==> src/rtl/prism_input_filter.sv <==
// PRISM input filter: per-channel two-flop synchronizer plus a counter-based
// debouncer, with edge pulses, sticky edge flags and a level edge interrupt.
// The register map packs per-channel fields into 8-bit slots, so WIDTH and
// CNT_W must both stay at or below 8.

// One debounced channel: synchronizer, stability counter, edge pulses.
module prism_input_filter_lane #(
    parameter int CNT_W = 4
) (
    input  logic             clk,
    input  logic             rst,
    input  logic             raw,
    input  logic [CNT_W-1:0] thr_m1,
    output logic             filt,
    output logic             rise,
    output logic             fall
);

    logic             s1;
    logic             s2;
    logic [CNT_W-1:0] cnt;
    logic             differ;
    logic             hit;

    assign differ = (s2 != filt);
    // A lowered threshold can leave cnt above thr_m1; >= still fires then.
    assign hit    = (cnt >= thr_m1);

    // Synchronize, then count disagreeing cycles until the threshold is met.
    always_ff @(posedge clk) begin
        if (rst) begin
            s1   <= 1'b0;
            s2   <= 1'b0;
            filt <= 1'b0;
            cnt  <= '0;
            rise <= 1'b0;
            fall <= 1'b0;
        end else begin
            s1   <= raw;
            s2   <= s1;
            rise <= 1'b0;
            fall <= 1'b0;
            if (!differ) begin
                cnt <= '0;
            end else if (hit) begin
                filt <= s2;
                cnt  <= '0;
                rise <= s2;
                fall <= ~s2;
            end else begin
                cnt <= cnt + 1'b1;
            end
        end
    end

endmodule

module prism_input_filter #(
    parameter int WIDTH = 8,
    parameter int CNT_W = 4
) (
    input  logic             clk,
    input  logic             rst,
    input  logic [WIDTH-1:0] in_raw,
    input  logic [5:0]       address,
    input  logic [31:0]      data_in,
    input  logic [1:0]       data_write_n,
    output logic [31:0]      data_out,
    output logic [WIDTH-1:0] filt_out,
    output logic [WIDTH-1:0] rise,
    output logic [WIDTH-1:0] fall,
    output logic             edge_irq
);

    localparam logic [5:0] ADDR_CTRL   = 6'h30;
    localparam logic [5:0] ADDR_STATUS = 6'h34;

    logic [CNT_W-1:0] thr;
    logic [CNT_W-1:0] thr_m1;
    logic [WIDTH-1:0] irq_en_rise;
    logic [WIDTH-1:0] irq_en_fall;
    logic [WIDTH-1:0] rise_flg;
    logic [WIDTH-1:0] fall_flg;
    logic             wr;
    logic             wr_ctrl;
    logic             wr_stat;
    logic [WIDTH-1:0] clr_rise;
    logic [WIDTH-1:0] clr_fall;

    assign wr       = (data_write_n == 2'b10);
    assign wr_ctrl  = wr && (address == ADDR_CTRL);
    assign wr_stat  = wr && (address == ADDR_STATUS);
    assign clr_rise = wr_stat ? data_in[0 +: WIDTH] : '0;
    assign clr_fall = wr_stat ? data_in[8 +: WIDTH] : '0;

    // Threshold 0 behaves like 1; lanes compare cnt against N-1.
    assign thr_m1 = (thr == '0) ? '0 : thr - 1'b1;

    genvar i;
    generate
        for (i = 0; i < WIDTH; i++) begin : g_lane
            prism_input_filter_lane #(.CNT_W(CNT_W)) u_lane (
                .clk    (clk),
                .rst    (rst),
                .raw    (in_raw[i]),
                .thr_m1 (thr_m1),
                .filt   (filt_out[i]),
                .rise   (rise[i]),
                .fall   (fall[i])
            );
        end
    endgenerate

    // CTRL register: shared threshold and interrupt enables.
    always_ff @(posedge clk) begin
        if (rst) begin
            thr         <= '0;
            irq_en_rise <= '0;
            irq_en_fall <= '0;
        end else if (wr_ctrl) begin
            thr         <= data_in[CNT_W-1:0];
            irq_en_rise <= data_in[8 +: WIDTH];
            irq_en_fall <= data_in[16 +: WIDTH];
        end
    end

    // Sticky edge flags: a pulse in the same cycle as a W1C wins.
    always_ff @(posedge clk) begin
        if (rst) begin
            rise_flg <= '0;
            fall_flg <= '0;
        end else begin
            rise_flg <= (rise_flg & ~clr_rise) | rise;
            fall_flg <= (fall_flg & ~clr_fall) | fall;
        end
    end

    // Combinational, side-effect-free register read mux.
    always_comb begin
        data_out = '0;
        case (address)
            ADDR_CTRL: begin
                data_out[CNT_W-1:0]   = thr;
                data_out[8 +: WIDTH]  = irq_en_rise;
                data_out[16 +: WIDTH] = irq_en_fall;
            end
            ADDR_STATUS: begin
                data_out[0 +: WIDTH]  = rise_flg;
                data_out[8 +: WIDTH]  = fall_flg;
                data_out[16 +: WIDTH] = filt_out;
            end
            default: data_out = '0;
        endcase
    end

    assign edge_irq = |((rise_flg & irq_en_rise) | (fall_flg & irq_en_fall));

endmodule

==> config.mk <==
export PLATFORM = sky130hd
export DESIGN_NAME = prism_input_filter
export DESIGN_NICKNAME = d
export VERILOG_FILES = /design/src/rtl/prism_input_filter.sv
export SDC_FILE = /design/constraint.sdc
export NUM_CORES = 1
export LEC_CHECK = 0
export BUFFER_PORTS_ARGS = -buffer_cell sky130_fd_sc_hd__buf_2
export CORE_ASPECT_RATIO = 1.75
export CORE_MARGIN = 8
export CORE_UTILIZATION = 25
export DETAILED_ROUTE_END_ITERATION = 6
export GPL_ROUTABILITY_DRIVEN = 0
export PLACE_DENSITY = 0.53
export SKIP_LAST_GASP = 1
export SLEW_MARGIN = 10
export SYNTH_ARGS = -nofsm -noshare
export SYNTH_HDL_FRONTEND = slang
export SYNTH_SLANG_ARGS = --single-unit
export TNS_END_PERCENT = 10
==> constraint.sdc <==
create_clock -name clk -period 2.7 [get_ports clk]
set_input_delay 0.81 -clock clk [delete_from_list [all_inputs] [get_ports clk]]
set_output_delay 0.81 -clock clk [all_outputs]
set_load 0.1 [all_outputs]
* After elaboration in Yosys (flattened, before gate mapping)
Cells that the tools add are included.
** Storage, ports and cells
- Register bits :: 108
- Input port bits :: 50
** Operators by class
- Reduce and logical (&&, ||, !) cells :: 28
- Equal/unequal tests :: 11
- $lt $le $gt $ge :: 8
- Bitwise gates (word level) :: 33
- Mux-type cells :: 6
- Add/sub/neg operators :: 9
** Operators by type and width (number)
- $reduce_or A3 Y1 :: 16
- $add A4 B1 Y4 const B :: 8
- $and A8 B8 Y8 :: 4
- $ge A4 B4 Y1 :: 8
- $pmux W16 S2 :: 1
- $not A1 Y1 :: 24
- $or A8 B8 Y8 :: 3
- $mux W8 :: 2
- $not A8 Y8 :: 2
- $reduce_and A2 Y1 :: 8
- $eq A6 B6 Y1 const B :: 2
- $mux W4 :: 2
- $ne A1 B1 Y1 :: 8
- $pmux W4 S2 :: 1
- $reduce_or A8 Y1 :: 1
- $logic_not A4 Y1 :: 1
- $sub A4 B1 Y4 const B :: 1
- $eq A2 B2 Y1 const B :: 1
- $logic_and A1 B1 Y1 :: 2

* Logic depth before layout (Yosys ltp)
Gate-level depths: netlist of the first run.
- Word-level depth :: 6
- Gate-level depth with buffers :: 7
- Depth with buffers taken out :: 7

* Hierarchy
A second synthesis of the first run with hierarchy kept.
** Unflattened totals
- Cells, all modules :: 558
- Area total of the unflattened synthesis :: 5460.2 um2
** Modules (own cells, without submodules)
- prism_input_filter_lane :: times used 8, area each 420.4 um2, cells an instance 40
- prism_input_filter :: times used 1, area each 2097.0 um2, cells an instance 238

* Least setup slack after synthesis of the first run
Ideal clock, no wire load.
- Path type :: in2out
- From :: in address[2]
- To :: out data_out[17]
- Arrival :: 2.686 ns
- Slack :: -0.796 ns
- Buffers on the path :: 2
- Stages on the path :: 4
- Cells stage by stage :: buf_4 > clkbuf_1 > mux2i_1 > nor2_1
** On the way
- Cells in the longest elaborated chain, start to end :: 2
- Elaborated cells on any way between the ends :: 3
** RTL lines
- start, declared :: line 65 : input logic [5:0] address,
- $eq A6 B6 Y1 :: line 141 : case (address)
- $pmux W16 S2 * :: line 141
- end, declared :: line 68 : output logic [31:0] data_out,
Mark *: on every way between the ends. The rest lies on a longest branch, timed or not.

* Final worst setup path of the first run
- From :: in address[3]
- To :: out data_out[19]
The elaborated chain is that of the path after synthesis.

==> reports/metrics.yaml, run 1 <==
outcome:
  outcome: "complete, no violations"
clock_network:
  clk_path_buf_depth: 2
  cts.sinks: 108
  root_buffer: "clkbuf_16"
  clkLatencyLatePin_ns: 0.34
  hold_buffers: 0
  cts_buffers: 9
  cts_tree: "yes"
  clk_pin_slew_ns: 0.06
  htreeDepth: 3
setup_path:
  cp_max_fo: 14
  end_kind: "output port"
  start_kind: "input port"
  worstPathRequired_ns: 1.89
  crit_type: "in -> out"
  cp.arrival_ns: 1.89
finish:
  areaGrowthSynthToFinish_pct: 28.1
  num-nets-final: 713
  antenna_cells: 0
  mostFrequentLayoutCells: "dfxtp_1, nor2_1, buf_2"
  fin_cells: 880
  postLayoutCoreUtil: 0.322
  final_common_cell: "dfxtp_1"
  drive_gt1_frac: 0.277
floorplanning:
  fp.dieArea_um2: 25800
  num_rows: 70
  start_util: 0.251
  die_h_um: 207
  die_width_um: 125
  core-area_um2: 20700
  ioPinCount: 107
detailed_routing:
  vias: 3894
  drtPass1Iterations: 4
  drc: 0
  drt_iter0_markers: 118
  viasPerCell: 4.43
  wirelength_mm: 13.8
  ant_nets: 0
  wl_per_cell_um: 15.7
global_route:
  grt.met2_usage: 0.211
  busiest_layer: "met2"
  grt.total_usage: 0.110
  grt_pass1_vias: 4087
  gr-usage-met1: 0.115
  grt_overflow: 0
  use_met3: 0.0237
  grt_pass1_wl_mm: 22.0
  antenna_found_initial: 2
  grt_max_degree: 27
timing:
  rsz0062_at_grt: "true"
  finalHoldViolations: 0
  drv_slew: 0
  whs_ns: 0.435
  tightest_slew_ns: 0.580
  setup_viol: 0
  finClkSkew_ns: 0.0103
  slew_headroom: 0.613
  worst_slack_ns: 0.00408
  period_minus_slack_ns: 2.70
  final.period_utilization: 0.998
  clock.fmax_ghz: 0.371
pwr:
  powerDensity_nw_per_um2: 490
  report.power.total_mw: 3.26
  power.leakage_nw: 2.79
  ir_drop_mv: 0.299
placement:
  port_buffers: 90
  detailedPlace.worstSlack_ns: -0.0356
  placedCellCount: 864
  dp_hpwl_mm: 11.3
logic_synthesis:
  syn_avg_cell_area_um2: 9.52
  ys_types: 35
  ys.flop_type: "dfxtp_1"
  yosys_warnings: 0
  async_flop_share: 0
  seq_area_frac_synth: 0.416
  synth_edf_count: 0
  synth_cells: 546
  ys_seq_elements: 108
  netlist_area_um2: 5200
job:
  drv_cap: 0
min_path:
  hold_class: "reg -> reg"
==> report_power, final <==
group | total, mW | leakage [nW] | internal, mW | switching, mW
registers | 1.64 | 0.876 | 1.62 | 0.0222
logic | 0.272 | 1.78 | 0.0791 | 0.193
clock network | 1.35 | 0.142 | 0.771 | 0.577
==> kinds of logic after synthesis <==
| family | Yosys count | share of synthesized area |
|---|---|---|
| and+or+nand+nor | 191 | 0.190 |
| DFF | 108 | 0.416 |
| AOI/OAI and AO/OA | 75 | 0.110 |
| buffers and inverters | 74 | 0.0816 |
| muxes | 41 | 0.0790 |
| adders and majority gates | 40 | 0.0963 |
| xor gates and xnor gates | 16 | 0.0270 |
| other | 1 | 0.000722 |
==> cell usage after synthesis (3+ instances only) <==
cell type,instances,area [µm²]
or2_2,8,50.1
nor3_1,17,85.1
a22o_1,4,35.0
a311oi_1,16,140
nor2b_1,17,106
buf_2,3,15.0
nand2b_1,24,150
inv_1,24,90.1
dfxtp_1,108,2160
a221oi_1,4,35.0
xnor2_1,8,70.1
ha_1,40,500
and3_2,4,30.0
xor2_1,8,70.1
mux2i_1,41,410
nand3_1,9,45.0
or3b_2,8,70.1
o21ai_0,16,80.1
a21oi_1,17,85.1
nor2_1,90,338
clkbuf_1,12,45.0
a2111oi_2,8,120
buf_4,33,248
o21a_1,9,67.6
and3_1,8,50.1
==> what timing repair did <==
item | CTS | global route
gates resized for setup | 1 | 0
endpoints found under the setup margin | 9 | 24
buffers inserted | 0 | 0
pin swaps | 1 | 1
==> state kept, by name (all words and copies together) (netlist names) <==
signal              cells
rise_flg                8
fall_flg                8
g_lane.u_lane.rise      8
g_lane.u_lane.cnt      32
g_lane.u_lane.s1        8
irq_en_rise             8
g_lane.u_lane.fall      8
g_lane.u_lane.s2        8
irq_en_fall             8
thr                     4
g_lane.u_lane.filt      8
==> path summary, 6_finish.rpt <==
path,startpoint,slack [ns],cells past startpoint,end
max reg2reg,thr[1],0.51,8,g_lane[1].u_lane.cnt[2]
max,address[3],0.004,6,data_out[19]
min reg2reg,g_lane[6].u_lane.s1,0.44,1,g_lane[6].u_lane.s2
min,g_lane[6].u_lane.s1,0.44,1,g_lane[6].u_lane.s2
==> per-stage QoR <==
| stage | TNS (ns) | instance area, µm² |
|---|---|---|
| after floorplan | -0.486 | 5390 |
| after global placement | -0.0741 | 6350 |
| after detailed placement | -0.176 | 6350 |
| after CTS | -0.121 | 6660 |
| after global routing | -1.01 | 6660 |
| final | 0 | 6660 |
==> area by class of cell <==
| cell class | instances | area, µm² |
|---|---|---|
| clock buffer | 13 | 260 |
| clock inverter | 3 | 45.0 |
| fill | 2089 | 14000 |
| inverter | 24 | 90.1 |
| multi-input combinational | 371 | 2790 |
| sequential | 108 | 2160 |
| tap | 252 | 315 |
| timing repair buffer | 109 | 995 |
==> critical path, stage by stage <==
cell and delay (ns):
buf_2 0.11, nor4b_4 0.33, nand2_2 0.14, buf_12 0.19, nor2_4 0.11, buf_12 0.18
==> per-layer routing <==
metal  vias to the layer above  routed length, µm
met2                        69               7490
met5                         -                 23
met1                      1812               5550
li1                       1999                  -
met3                        10                595
met4                         4                181
Note: power is estimated with default switching activity, not from simulation.
==> run 2, diff against run 1 <==
CORE_MARGIN = 2   (was 8)
==> reports/metrics.yaml, run 2 (same netlist as run 1, synthesis figures left out) <==
global_route:
  grt_overflow: 0  # unchanged
  grt_max_degree: 26  # was 27
  grt_pass1_vias: 3862  # was 4087
  grt.total_usage: 0.123  # was 0.110
  antenna_found_initial: 0  # was 2
  grt_pass1_wl_mm: 20.8  # was 22.0 mm
setup_path:
  crit_top_cell: "buf_12"  # unchanged
  crit_chain: "buf_6 > nor4b_4 > nand2_2 > buf_12 > nor2_4 > buf_12"  # was buf_2 > nor4b_4 > nand2_2 > buf_12 > nor2_4 > buf_12
  end_kind: "output port"  # unchanged
  cp_max_fo: 10  # was 14
  cp.arrival_ns: 1.90  # was 1.89 ns
  worst_path_max_delay_cell: "nor4b_4"  # unchanged
  start_kind: "input port"  # unchanged
  crit_type: "in -> out"  # unchanged
  critPathMaxStageDelay_ns: 0.32  # was 0.33 ns
  cp_top_family: "simple AND/OR/NAND/NOR gates"  # unchanged
  path_buf_inv: 3  # unchanged
  worstPathRequired_ns: 1.89  # about the same
timing:
  setup_viol: 7  # was 0
  worst_slack_ns: -0.0116  # was 0.00408 ns
  finClkSkew_ns: 0.0121  # was 0.0103 ns
  rsz0062_at_grt: "true"  # unchanged
  clock.fmax_ghz: 0.369  # was 0.371 GHz
  period_minus_slack_ns: 2.71  # was 2.70 ns
  final.period_utilization: 1.00  # was 0.998
  drv_slew: 0  # unchanged
  whs_ns: 0.430  # was 0.435 ns
  finalHoldViolations: 0  # unchanged
  slew_headroom: 0.628  # was 0.613
  setup-tns-final_ns: -0.0442  # was 0 ns
  tightest_slew_ns: 0.557  # was 0.580 ns
placement:
  placedCellCount: 860  # was 864
  dp_hpwl_mm: 10.5  # was 11.3 mm
  placed_area_um2: 6370  # was 6350 µm²
  port_buffers: 90  # unchanged
finish:
  postLayoutCoreUtil: 0.328  # was 0.322
  drive_gt1_frac: 0.283  # was 0.277
  fin_cells: 877  # was 880
  multi_input_area_um2: 2800  # was 2790 µm²
  areaGrowthSynthToFinish_pct: 28.6  # was 28.1%
  seq_area_um2: 2160  # unchanged
  num-fill-cells: 2085  # was 2089
  num-nets-final: 714  # was 713
  largest_register_ff_count: 32  # unchanged
  final_cell_area_um2: 6680  # was 6660 µm²
  mostFrequentLayoutCells: "dfxtp_1, nor2_1, buf_2"  # unchanged
  final_common_cell: "dfxtp_1"  # unchanged
  top_register: "g_lane.u_lane.cnt"  # unchanged
  antenna_cells: 0  # unchanged
clock_network:
  clkLatencyLatePin_ns: 0.35  # was 0.34 ns
  clk_pin_slew_ns: 0.08  # was 0.06 ns
  cts_tree: "yes"  # unchanged
  hold_buffers: 0  # unchanged
  htreeDepth: 3  # unchanged
  root_buffer: "clkbuf_16"  # unchanged
  cts_buffers: 9  # unchanged
  clk_path_buf_depth: 2  # unchanged
  cts.sinks: 108  # unchanged
detailed_routing:
  vias: 3901  # was 3894
  drt_iter0_markers: 107  # was 118
  viasPerCell: 4.45  # was 4.43
  drtPass1Iterations: 6  # was 4
  drc: 10  # was 0
  ant_nets: 0  # unchanged
  wl_per_cell_um: 15.0  # was 15.7 µm
  wirelength_mm: 13.2  # was 13.8 mm
floorplanning:
  num_rows: 69  # was 70
  die_h_um: 195  # was 207 µm
  die_width_um: 113  # was 125 µm
  core-area_um2: 20400  # was 20700 µm²
  fp.dieArea_um2: 22000  # was 25800 µm²
  ioPinCount: 107  # unchanged
  start_util: 0.255  # was 0.251
pwr:
  clkPwrFrac: 0.400  # was 0.413
  combPwrFrac: 0.087  # was 0.083
  netSwitchingFraction: 0.266  # was 0.243
  power.internal_mw: 2.35  # was 2.47 mW
  power.leakage_nw: 2.81  # was 2.79 nW
  ir_drop_mv: 0.257  # was 0.299 mV
  seqPwrFrac: 0.513  # was 0.503
  powerDensity_nw_per_um2: 478  # was 490 nW/µm²
  p_sw_mw: 0.849  # was 0.792 mW
outcome:
  outcome: "complete, but fails checks"  # was complete, no violations
  violations: "design-rule violations, negative setup slack"
min_path:
  hold_class: "reg -> reg"  # unchanged
job:
  drv_cap: 0  # unchanged
run 2: changes by cell type in the layout (fill, tap and decap cells not counted), moves of 2 or more:
cell	delta
buf_2	-2
buf_6	+2
inv_6	+3
buf_12	+2
clkbuf_8	-2
run 2: worst paths after layout:
path,startpoint,endpoint,slack (ns),cells past startpoint
worst min-delay path,g_lane[7].u_lane.s1,g_lane[7].u_lane.s2,0.43,1
worst min register to register,g_lane[7].u_lane.s1,g_lane[7].u_lane.s2,0.43,1
worst max-delay path,address[3],data_out[10],-0.01,6
worst max register to register,thr[0],g_lane[7].u_lane.cnt[3],0.35,7
run 2: routing by layer:
metal / global-route usage / routed length [µm] / part of all wire / up-vias
met5: 0 / 0 / 0 / -
met4: 0.0501 / 363 / 0.028 / 0
met3: 0.0196 / 542 / 0.041 / 15
met2: 0.219 / 6770 / 0.51 / 92
met1: 0.144 / 5510 / 0.42 / 1786
li1: - / - / - / 2008
run 2: timing repair:
action	4_1_cts	5_1_grt
endpoints found under the setup margin	25	78
gates resized for setup	3	2
buffers inserted	1	0
pin swaps	1	0
run 2: area by class of cell:
type	count	area share
flip-flops and latches	108	0.324
inverters	24	0.0135
well taps	248	0.0465
repair buffers	110	0.156
clock inverters	6	0.00805
multi-input cells	371	0.418
clock buffers	10	0.0343
run 2: through the flow:
stage / power, mW / setup WS (ns)
2_1_floorplan: 1.89 / -0.0243
3_3_place_gp: 1.95 / -0.0235
3_5_place_dp: 1.96 / -0.0372
4_1_cts: 3.24 / -0.0276
5_1_grt: 3.33 / -0.0828
6_report: 3.20 / -0.0116
run 2: power by group through the flow:
stage	Combinational (mW)	Sequential, mW	Clock [mW]
global route	0.294	1.64	1.39
detailed placement	0.278	1.68	0
finish	0.277	1.64	1.28
global placement	0.276	1.68	0
CTS	0.280	1.64	1.32
floorplan	0.219	1.67	0
